--- src/rtl/araba_pkg.sv ---
// Shared types and default constants for the araba_kontrol vehicle controller.
package araba_pkg;

   localparam int DEF_DEBOUNCE_CYCLES = 4;
   localparam int DEF_REVERSE_CYCLES  = 8;
   localparam int DEF_TURN_CYCLES     = 6;
   localparam int DEF_BLINK_HALF      = 3;

   typedef enum logic [2:0] {
      S_IDLE    = 3'd0,
      S_FORWARD = 3'd1,
      S_BRAKE   = 3'd2,
      S_REVERSE = 3'd3,
      S_TURN_L  = 3'd4,
      S_TURN_R  = 3'd5,
      S_HALT    = 3'd6
   } state_e;

   // Where to go once the car has backed away: left wins if both sides are open.
   function automatic state_e turn_target(input logic left_blk, input logic right_blk);
      if (!left_blk)
         return S_TURN_L;
      else if (!right_blk)
         return S_TURN_R;
      else
         return S_HALT;
   endfunction

endpackage

--- src/rtl/araba_debounce.sv ---
// Two-flop synchroniser followed by a consecutive-cycle debounce filter.
module araba_debounce
   import araba_pkg::*;
#(
   parameter int DEBOUNCE_CYCLES = DEF_DEBOUNCE_CYCLES
) (
   input  logic clk,
   input  logic rst,
   input  logic sig_i,
   output logic filt_o
);

   localparam int CW = (DEBOUNCE_CYCLES > 1) ? $clog2(DEBOUNCE_CYCLES) : 1;
   localparam logic [CW-1:0] CNT_LAST = CW'(DEBOUNCE_CYCLES - 1);

   logic          sync1_q;
   logic          sync2_q;
   logic          filt_q;
   logic [CW-1:0] cnt_q;

   // Bring the raw sensor into the clock domain.
   always_ff @(posedge clk) begin
      if (rst) begin
         sync1_q <= 1'b0;
         sync2_q <= 1'b0;
      end else begin
         sync1_q <= sig_i;
         sync2_q <= sync1_q;
      end
   end

   // Accept a new level only after it has disagreed with the filtered value
   // for DEBOUNCE_CYCLES cycles in a row; any agreeing cycle restarts the count.
   always_ff @(posedge clk) begin
      if (rst) begin
         filt_q <= 1'b0;
         cnt_q  <= '0;
      end else if (sync2_q != filt_q) begin
         if (cnt_q == CNT_LAST) begin
            filt_q <= sync2_q;
            cnt_q  <= '0;
         end else begin
            cnt_q <= cnt_q + CW'(1);
         end
      end else begin
         cnt_q <= '0;
      end
   end

   assign filt_o = filt_q;

endmodule

--- src/rtl/araba_kontrol.sv ---
// Obstacle-avoiding drive controller: filtered sensors feed a motion FSM,
// with headlight pass-through and a hazard blinker.
//
//   state   | meaning
//   --------+-----------------------------------------------
//   IDLE    | ignition off, nothing driven
//   FORWARD | driving forward
//   BRAKE   | one-cycle stop after front obstacle
//   REVERSE | backing up for REVERSE_CYCLES (or until rear blocked)
//   TURN_L  | steering left for TURN_CYCLES
//   TURN_R  | steering right for TURN_CYCLES
//   HALT    | boxed in on both sides, waiting with hazards on
module araba_kontrol
   import araba_pkg::*;
#(
   parameter int DEBOUNCE_CYCLES = DEF_DEBOUNCE_CYCLES,
   parameter int REVERSE_CYCLES  = DEF_REVERSE_CYCLES,
   parameter int TURN_CYCLES     = DEF_TURN_CYCLES,
   parameter int BLINK_HALF      = DEF_BLINK_HALF
) (
   input  logic       clk,
   input  logic       rst,
   input  logic       sensor1,
   input  logic       sensor2,
   input  logic       sensor3,
   input  logic       sensor4,
   input  logic       sensor5,
   input  logic       sensor6,
   input  logic       sensor7,
   output logic       Out1,
   output logic       Out2,
   output logic       Out3,
   output logic       Out4,
   output logic       Out5,
   output logic       Out6,
   output logic [2:0] state
);

   localparam int TMAX = (REVERSE_CYCLES > TURN_CYCLES) ? REVERSE_CYCLES : TURN_CYCLES;
   localparam int TW   = $clog2(TMAX + 1);
   localparam logic [TW-1:0] REV_LOAD  = TW'(REVERSE_CYCLES - 1);
   localparam logic [TW-1:0] TURN_LOAD = TW'(TURN_CYCLES - 1);

   localparam int BW = (BLINK_HALF > 1) ? $clog2(BLINK_HALF) : 1;
   localparam logic [BW-1:0] BLINK_LAST = BW'(BLINK_HALF - 1);

   logic [6:0]    sens;
   logic [6:0]    filt;
   logic          f_front, f_rear, f_left, f_right, f_head, f_haz, f_ign;

   state_e        state_q;
   logic [TW-1:0] timer_q;
   state_e        exit_tgt;

   logic          out5_q;
   logic          haz_act;
   logic [BW-1:0] blink_cnt_q, blink_cnt_d;
   logic          blink_ph_q, blink_ph_d;

   assign sens = {sensor7, sensor6, sensor5, sensor4, sensor3, sensor2, sensor1};

   for (genvar i = 0; i < 7; i++) begin : g_deb
      araba_debounce #(
         .DEBOUNCE_CYCLES(DEBOUNCE_CYCLES)
      ) u_deb (
         .clk   (clk),
         .rst   (rst),
         .sig_i (sens[i]),
         .filt_o(filt[i])
      );
   end

   assign f_front = filt[0];
   assign f_rear  = filt[1];
   assign f_left  = filt[2];
   assign f_right = filt[3];
   assign f_head  = filt[4];
   assign f_haz   = filt[5];
   assign f_ign   = filt[6];

   assign exit_tgt = turn_target(f_left, f_right);

   // Motion FSM with its phase down-counter; ignition loss overrides everything.
   always_ff @(posedge clk) begin
      if (rst) begin
         state_q <= S_IDLE;
         timer_q <= '0;
      end else if (state_q != S_IDLE && !f_ign) begin
         state_q <= S_IDLE;
         timer_q <= '0;
      end else begin
         case (state_q)
            S_IDLE: begin
               if (f_ign)
                  state_q <= S_FORWARD;
            end
            S_FORWARD: begin
               if (f_front)
                  state_q <= S_BRAKE;
            end
            S_BRAKE: begin
               state_q <= S_REVERSE;
               timer_q <= REV_LOAD;
            end
            S_REVERSE: begin
               if (timer_q == '0 || f_rear) begin
                  state_q <= exit_tgt;
                  timer_q <= (exit_tgt == S_HALT) ? '0 : TURN_LOAD;
               end else begin
                  timer_q <= timer_q - TW'(1);
               end
            end
            S_TURN_L, S_TURN_R: begin
               if (timer_q == '0)
                  state_q <= S_FORWARD;
               else
                  timer_q <= timer_q - TW'(1);
            end
            S_HALT: begin
               if (exit_tgt != S_HALT) begin
                  state_q <= exit_tgt;
                  timer_q <= TURN_LOAD;
               end
            end
            default: begin
               state_q <= S_IDLE;
               timer_q <= '0;
            end
         endcase
      end
   end

   // Headlights follow the filtered request one cycle later.
   always_ff @(posedge clk) begin
      if (rst)
         out5_q <= 1'b0;
      else
         out5_q <= f_head;
   end

   assign haz_act = f_haz || (state_q == S_HALT);

   // Blink phase advances every BLINK_HALF active cycles; idle hazard parks at zero.
   always_comb begin
      blink_cnt_d = '0;
      blink_ph_d  = 1'b0;
      if (haz_act) begin
         if (blink_cnt_q == BLINK_LAST) begin
            blink_cnt_d = '0;
            blink_ph_d  = ~blink_ph_q;
         end else begin
            blink_cnt_d = blink_cnt_q + BW'(1);
            blink_ph_d  = blink_ph_q;
         end
      end
   end

   // Blink counter registers.
   always_ff @(posedge clk) begin
      if (rst) begin
         blink_cnt_q <= '0;
         blink_ph_q  <= 1'b0;
      end else begin
         blink_cnt_q <= blink_cnt_d;
         blink_ph_q  <= blink_ph_d;
      end
   end

   assign Out1  = (state_q == S_FORWARD);
   assign Out2  = (state_q == S_REVERSE);
   assign Out3  = (state_q == S_TURN_L);
   assign Out4  = (state_q == S_TURN_R);
   assign Out5  = out5_q;
   assign Out6  = haz_act && !blink_ph_q;
   assign state = state_q;

endmodule

--- config.mk ---
export PLATFORM = sky130hd
export DESIGN_NAME = araba_kontrol
export DESIGN_NICKNAME = d
export VERILOG_FILES = /design/src/rtl/araba_pkg.sv /design/src/rtl/araba_debounce.sv /design/src/rtl/araba_kontrol.sv
export SDC_FILE = /design/constraint.sdc
export NUM_CORES = 1
export LEC_CHECK = 0
export ABC_AREA = 1
export BUFFER_PORTS_ARGS = -buffer_cell sky130_fd_sc_hd__clkbuf_2
export CAP_MARGIN = 20
export CORE_MARGIN = 5
export CORE_UTILIZATION = 33
export DETAILED_ROUTE_END_ITERATION = 6
export GPL_ROUTABILITY_DRIVEN = 0
export PLACE_DENSITY = 0.46
export SKIP_LAST_GASP = 1
export SYNTH_ARGS = -nofsm -noshare
export SYNTH_HDL_FRONTEND = slang
export SYNTH_HIERARCHICAL = 1
export SYNTH_SLANG_ARGS = --single-unit
--- constraint.sdc ---
create_clock -name clk -period 4.1 [get_ports clk]
set_clock_uncertainty 0.2 [all_clocks]
set_input_delay 0.82 -clock clk [delete_from_list [all_inputs] [get_ports clk]]
set_output_delay 0.82 -clock clk [all_outputs]
set_load 0.005 [all_outputs]
# Word-level counts from Yosys, hierarchy flattened
# Cells that the tools add are included.
# totals
out_inout_bits,9
memories,0
ram_bits,0
latchBits,0
ff_bits,46
input_bits,9
rom_bits,0
elab_cells,124
# op_classes
shifts,0
bitwise_logic,10
n_reduce_logical,30
add_sub_neg,9
muxes,13
n_eq_ne,29
n_div,0
order_cmp,0
mul,0
# ops
op,n
3-bit OR reduction,8
4-bit case mux with 5 select lines,1
3-bit 2-to-1 mux,6
3-bit case mux with 6 select lines,1
"2-bit by 1-bit adder with 2-bit output, second input constant",8
"2-bit equality test, second input constant",8
2-bit AND reduction,7
"3-bit equality test, second input constant",4
4-bit 2-to-1 mux,3
1-bit NOT,10
2-bit OR reduction,4
1-bit != test,7
"3-bit by 2-bit equality test with 1-bit output, second input constant",2
"2-bit by 1-bit != test with 1-bit output, second input constant",3
"2-bit != test, second input constant",3
5-bit AND reduction,1
4-bit logical NOT,1
2-bit 2-to-1 mux,2
"4-bit by 1-bit subtractor with 4-bit output, second input constant",1
"3-bit by 1-bit equality test with 1-bit output, second input constant",1
3-bit logical NOT,1
"3-bit != test, second input constant",1
3-bit AND reduction,1
3-bit nonzero test,1
3 further kinds,6

# Depth between registers and ports, before layout
# Gate-level depths: netlist of the first run.
# depth
depth_word,6
depth_mapped,10

# Cells and area by module
# The synthesis of the first run kept the hierarchy.
# modules_own_cells
mod,seq_area_each_um2,cells_per_inst,n_inst,area_each_um2
araba_debounce,100.1,23,7,186.4
araba_kontrol,220.2,114,1,719.4

# Worst setup path after synthesis of the first run
# No wires, ideal clock.
# synth_timing
path_type,register to output
start,"register state_q[1], in the netlist state[1]"
end,output Out6
stages_incl_launch_ff,5
path_slack_ns,2.223
arrival_ns,0.857
path_cell_list,dfxtp_1 -> inv_2 -> nor2_4 -> nand2_1 -> a21oi_1
# synth_between
elab_chain_cells,3
# synth_rtl
element,line,text
"start, declared",araba_kontrol.sv:51,state_e state_q;
"start signal, assigned",araba_kontrol.sv:107,state_q <= exit_tgt;
"start signal, assigned",araba_kontrol.sv:121,state_q <= exit_tgt;
3-bit equality test,araba_kontrol.sv:141,assign haz_act = f_haz || (state_q == S_HALT);
1-bit logical OR,araba_kontrol.sv:141,
1-bit logical AND,araba_kontrol.sv:174,assign Out6 = haz_act && !blink_ph_q;
"end, declared",araba_kontrol.sv:35,"output logic Out6,"
# No other way between the ends.

# Final worst setup path of the first run
# Ends and elaborated chain as after synthesis.

==> results of run 1 <==
metal layers:
metal  share of wire  global-route usage
met5               0                   0
met3           0.047              0.0317
met1            0.48               0.109
met2            0.46               0.158
met4          0.0085              0.0330
cells by family (layout without fill, tap and decap cells):
| group | after synthesis | in the layout | synth area share |
|---|---|---|---|
| compound gates | 13 | 13 | 0.0321 |
| xor+xnor | 4 | 4 | 0.0173 |
| fa+ha+maj | 10 | 10 | 0.0618 |
| buf+inv | 63 | 86 | 0.119 |
| flops | 46 | 46 | 0.455 |
| mux | 1 | 1 | 0.00494 |
| simple gates | 138 | 138 | 0.310 |
cells in the mapped netlist:
cell       n
nand3_2    7
ha_1      10
buf_2      1
xor2_1     2
inv_2      1
nand2_1   48
dfxtp_1   46
inv_1     60
buf_4      1
xnor2_1    2
nor3_1     9
nand3_1   12
a21oi_1   10
nand4_1    2
nor2_2     8
nor2_4     1
mux2i_1    1
o21ai_1    1
or2_1      1
nor2_1    49
o21ai_0    2
nand3b_1   1
through the flow:
| stage | total power [mW] | worst slack, ns |
|---|---|---|
| detailed placement | 0.533 | 1.83 |
| global route | 0.977 | 1.54 |
| CTS | 0.945 | 1.65 |
| finish | 0.925 | 1.69 |
| floorplan | 0.514 | 2.22 |
| global placement | 0.533 | 1.86 |
sequential cells by signal, indices dropped and copies added (netlist names):
name	count
Out5	1
g_deb.u_deb/filt_o	7
g_deb.u_deb/sync2_q	7
g_deb.u_deb/cnt_q	14
blink_ph_q	1
g_deb.u_deb/sync1_q	7
state	3
timer_q	4
blink_cnt_q	2
final cells by class:
type	count	area share
timing repair buffer	17	0.0365
sequential	46	0.395
clock buffer	6	0.0354
tap	75	0.0402
multi-input combinational	166	0.369
inverter	61	0.0981
clock inverter	2	0.0257
report_power, final:
group | leakage (nW) | switching (mW) | internal (mW) | total (mW)
combinational | 0.648 | 0.0318 | 0.0208 | 0.0526
sequential | 0.374 | 0.0105 | 0.457 | 0.468
clock | 0.0714 | 0.144 | 0.260 | 0.404
total | 1.09 | 0.187 | 0.738 | 0.925
worst max-delay path: cells and delay by family, from the launching register on:
family | cells | cell delay (ns)
DFF | 1 | 0.43
AOI/OAI and AO/OA | 1 | 0.16
buffers and inverters | 2 | 0.25
and+or+nand+nor | 2 | 0.26
worst paths after layout:
path | from | endpoint | slack [ns]
worst max-delay path | state[1] | Out6 | 1.69
worst min-delay path | g_deb[6].u_deb/sync1_q | g_deb[6].u_deb/sync2_q | 0.20
worst max register to register | timer_q[0] | state[2] | 2.42
worst min register to register | g_deb[6].u_deb/sync1_q | g_deb[6].u_deb/sync2_q | 0.20
==> impl_metrics.yaml, run 1 <==
place:
  dp_hpwl_mm: 2.42
  dpl.cell_count: 365
  detailed_place.area_sq_mm: 0.00219
  port_buffers: 17
die:
  die_h_um: 88.3
  initial_core_util: 0.340
  io_pins: 18
  rows: 28
  dieArea_sq_mm: 0.00780
  core_area_sq_mm: 0.00596
  chipWidth_um: 88.3
layout:
  finalInstanceArea_sq_mm: 0.00233
  fin_nets: 316
  regArea_sq_um: 921
  layout.cells.non_filler: 373
  fillCellCount: 643
  multi_input_area_sq_um: 862
  mostFrequentLayoutCells: "inv_1 (60), nor2_1 (49), nand2_1 (48)"
  layout_commonest_cell: "inv_1"
  drive_above_1_share: 0.141
  fin_util: 0.392
  area_delta_synth_final_pct: 15.3
  num_antenna_cells: 0
logic_synthesis:
  ys_top_cells_by_area: "dfxtp_1 (45%), inv_1 (11%), nor2_1 (9.1%)"
  synthCells: 275
  syn_avg_cell_area_sq_um: 7.36
  netlist.area_leader.share: 0.455
  syn-num-nets: 294
  synth-seq-area-share: 0.455
  ys_ff_latch: 46
  synth_top_area_cell: "dfxtp_1"
  syn_area_sq_mm: 0.00202
  yosysWarnings: 6
  synth.distinct_cells: 22
cts:
  post_cts.repair.setup_buffers: 0
  path_clk_slew_ns: 0.08
  h-tree-depth: 2
  cts.repair.resized: 0
  cts_buffer_depth: 2
  cts_root_buffer: "clkbuf_8"
  cts_tree: "built"
  clock_sinks: 46
  clk_latency_ns: 0.29
  postCtsHoldBufs: 0
  cts_buffers: 5
power:
  power_density_mw_per_mm2: 396
  ir_drop_uv: 158
  p_leak_nw: 1.09
grt:
  track_usage: 0.0928
  antenna_found_initial: 0
  grt_remaining_overflow: 0
  grt_pass1_wl_mm: 5.75
  grt_pass1_vias: 1412
  grt_max_degree: 31
route:
  first_pass_iters: 4
  post_drt_wl_per_cell_um: 8.49
  final_antenna_net_count: 0
  remaining_drc_errors: 0
  via_per_inst: 4.16
  wl_mm: 3.17
  first_iter_violations: 72
  vias: 1552
outcome:
  status: "complete, no violations"
worst_setup_path:
  crit_type: "register to primary output"
  critPathMaxFanout: 9
  cp_slowest_cell: "dfxtp_1"
  critPathMaxStageDelay_ns: 0.43
  cp-start-kind: "register"
  worst_setup_path_end_kind: "primary output"
  arrival_ns: 1.39
  required_ns: 3.08
  ff2ff_path_depth: 8
  crit_chain: "inv_2, nor2_4, nand2_1, a21oi_1, clkbuf_2"
min_path:
  min_path_cells: 2
  hp-class: "register to register"
job:
  drv_cap: 0
timing:
  holdWs_ns: 0.196
  relSlewSlack: 0.553
  setup_violations: 0
  period_needed_ns: 2.41
  finalHoldViolations: 0
  post-route-period-util: 0.587
  setup_tns_ns: 0
  max_slew.worst_pin.slew_ns: 0.670
  fmax_ghz: 0.416
  rsz0062_at_grt: "no"
  slew_viol_final: 0
(Power assumes the default switching activity.)
==> run 2, diff against run 1 <==
--- a/config.mk
+++ b/config.mk
@@ -12,7 +12,7 @@
 export CORE_UTILIZATION = 33
 export DETAILED_ROUTE_END_ITERATION = 6
 export GPL_ROUTABILITY_DRIVEN = 0
-export PLACE_DENSITY = 0.46
+export PLACE_DENSITY = 0.48
 export SKIP_LAST_GASP = 1
 export SYNTH_ARGS = -nofsm -noshare
 export SYNTH_HDL_FRONTEND = slang
==> constraint.sdc (replaced) <==
create_clock -name clk -period 2 [get_ports clk]
set_clock_uncertainty 0.2 [all_clocks]
set_input_delay 0.4 -clock clk [delete_from_list [all_inputs] [get_ports clk]]
set_output_delay 0.4 -clock clk [all_outputs]
set_load 0.005 [all_outputs]
==> impl_metrics.yaml, run 2 (same netlist as run 1, synthesis figures left out) <==
outcome:
  status: "complete, no violations"
power:
  ir_drop_uv: 402
  pwr-share-clk: 0.386
  power_density_mw_per_mm2: 753
  internal-power_mw: 1.35
  p_seq_frac: 0.550
  p_switching_mw: 0.396
  p_leak_nw: 1.09
  p_comb_frac: 0.065
  swShare: 0.227
worst_setup_path:
  worstSetupStartpoint: "state[1]"
  worst-r2r-setup-slack_ns: 0.36
  crit_type: "register to primary output"
  cp_slowest_cell: "dfxtp_4"
  crit_chain: "inv_2, nor2_4, nand2_1, a21oi_1, clkbuf_2"
  cp-start-kind: "register"
  endpoint: "Out6"
  path_delay_family: "flip-flops"
  worstSetupPathDepth: 5
  arrival_ns: 1.29
  crit_buf_inv: 2
  worst_setup_path_end_kind: "primary output"
  required_ns: 1.40
  ff2ff_path_depth: 9
  regToRegStartpoint: "timer_q[0]"
  timing.rr.end: "timer_q[3]"
  critPathMaxStageDelay_ns: 0.38
  critPathMaxFanout: 9
place:
  place_ws_ns: 0.319
  port_buffers: 17
  dp_hpwl_mm: 2.54
  detailed_place.area_sq_mm: 0.00221
  dpl.cell_count: 367
layout:
  finalInstanceArea_sq_mm: 0.00232
  largest_reg_flops: 14
  num_antenna_cells: 0
  area_delta_synth_final_pct: 14.6
  mostFrequentLayoutCells: "inv_1 (60), nor2_1 (49), nand2_1 (48)"
  layout_commonest_cell: "inv_1"
  drive_above_1_share: 0.157
  regMostFlops: "g_deb.u_deb/cnt_q"
  layout.cells.non_filler: 375
  fin_nets: 318
grt:
  antenna_found_initial: 0
  track_usage: 0.103
  grt_pass1_vias: 1508
  met2_usage: 0.165
  grt_max_degree: 19
  grt_remaining_overflow: 0
  busiest_layer: "met2"
  gr-usage-met3: 0.0326
  grt_pass1_wl_mm: 6.38
  met1_usage: 0.130
route:
  remaining_drc_errors: 0
  first_pass_iters: 4
  first_iter_violations: 60
  wl_mm: 3.41
  post_drt_wl_per_cell_um: 9.09
  vias: 1581
  via_per_inst: 4.22
  final_antenna_net_count: 0
cts:
  post_cts.repair.setup_buffers: 0
  postCtsHoldBufs: 0
  cts_buffer_depth: 2
  h-tree-depth: 2
  cts_buffers: 5
  cts_root_buffer: "clkbuf_8"
  clk_latency_ns: 0.29
  clock_sinks: 46
  path_clk_slew_ns: 0.09
  cts_tree: "built"
  cts.repair.resized: 1
timing:
  max_slew.worst_pin.slew_ns: 0.518
  setup_tns_ns: 0
  fmax_ghz: 0.528
  slew_viol_final: 0
  post-route-period-util: 0.947
  finalHoldViolations: 0
  holdWs_ns: 0.0809
  period_needed_ns: 1.89
  rsz0062_at_grt: "no"
  relSlewSlack: 0.652
  fin_ws_ns: 0.107
  setup_violations: 0
die:
  chipWidth_um: 88.3
  io_pins: 18
  dieArea_sq_mm: 0.00780
  rows: 28
  die_h_um: 88.3
  core_area_sq_mm: 0.00596
  initial_core_util: 0.340
min_path:
  hp-class: "primary input to register"
  min_path_cells: 3
job:
  drv_cap: 0
run 2: cell count changes in the layout (fill, tap and decap cells not counted), sizes merged:
cell    change
buf         +2
clkinv      +2
bufinv      -1
clkbuf      -1
run 2: stage by stage:
| stage | power (mW) | util |
|---|---|---|
| final | 1.75 | 0.390 |
| after global routing | 1.83 | 0.390 |
| after CTS | 1.78 | 0.389 |
| after detailed placement | 1.10 | 0.370 |
| after global placement | 1.10 | 0.370 |
| after floorplan | 1.05 | - |
run 2: worst min path at each step:
| stage | endpoint | startpoint | slack, ns |
|---|---|---|---|
| finish | g_deb[4].u_deb/sync1_q | sensor5 | 0.08 |
| global route | g_deb[6].u_deb/sync1_q | sensor7 | 0.08 |
| CTS | g_deb[4].u_deb/sync1_q | sensor5 | 0.07 |
| detailed placement | g_deb[2].u_deb/sync2_q | g_deb[2].u_deb/sync1_q | 0.19 |
| global placement | g_deb[2].u_deb/sync2_q | g_deb[2].u_deb/sync1_q | 0.19 |
| floorplan | g_deb[0].u_deb/sync2_q | g_deb[0].u_deb/sync1_q | 0.19 |
run 2: layout make-up:
| class | instances | area [sq um] |
|---|---|---|
| clock buffers | 5 | 68.8 |
| clock inverters | 3 | 40.0 |
| fillers | 652 | 3630 |
| inverters | 61 | 229 |
| multi-input cells | 166 | 862 |
| flip-flops and latches | 46 | 927 |
| well taps | 75 | 93.8 |
| repair buffers | 19 | 100 |
run 2: worst min-delay path, stage by stage:
cell	delay, ns
clkbuf_2	0.08
inv_1	0.04
nor2_1	0.03
run 2: per-layer routing:
metal	part of all wire	vias up
met2	0.43	21
met4	0.0067	0
met3	0.055	2
met1	0.51	688
li1	-	870
met5	0	-
run 2: power groups by stage:
stage	logic, mW	clock network [mW]	registers [mW]
5_1_grt	0.133	0.736	0.965
4_1_cts	0.115	0.707	0.960
6_report	0.113	0.673	0.960
3_5_place_dp	0.115	0	0.982
3_3_place_gp	0.114	0	0.982
2_1_floorplan	0.0856	0	0.968
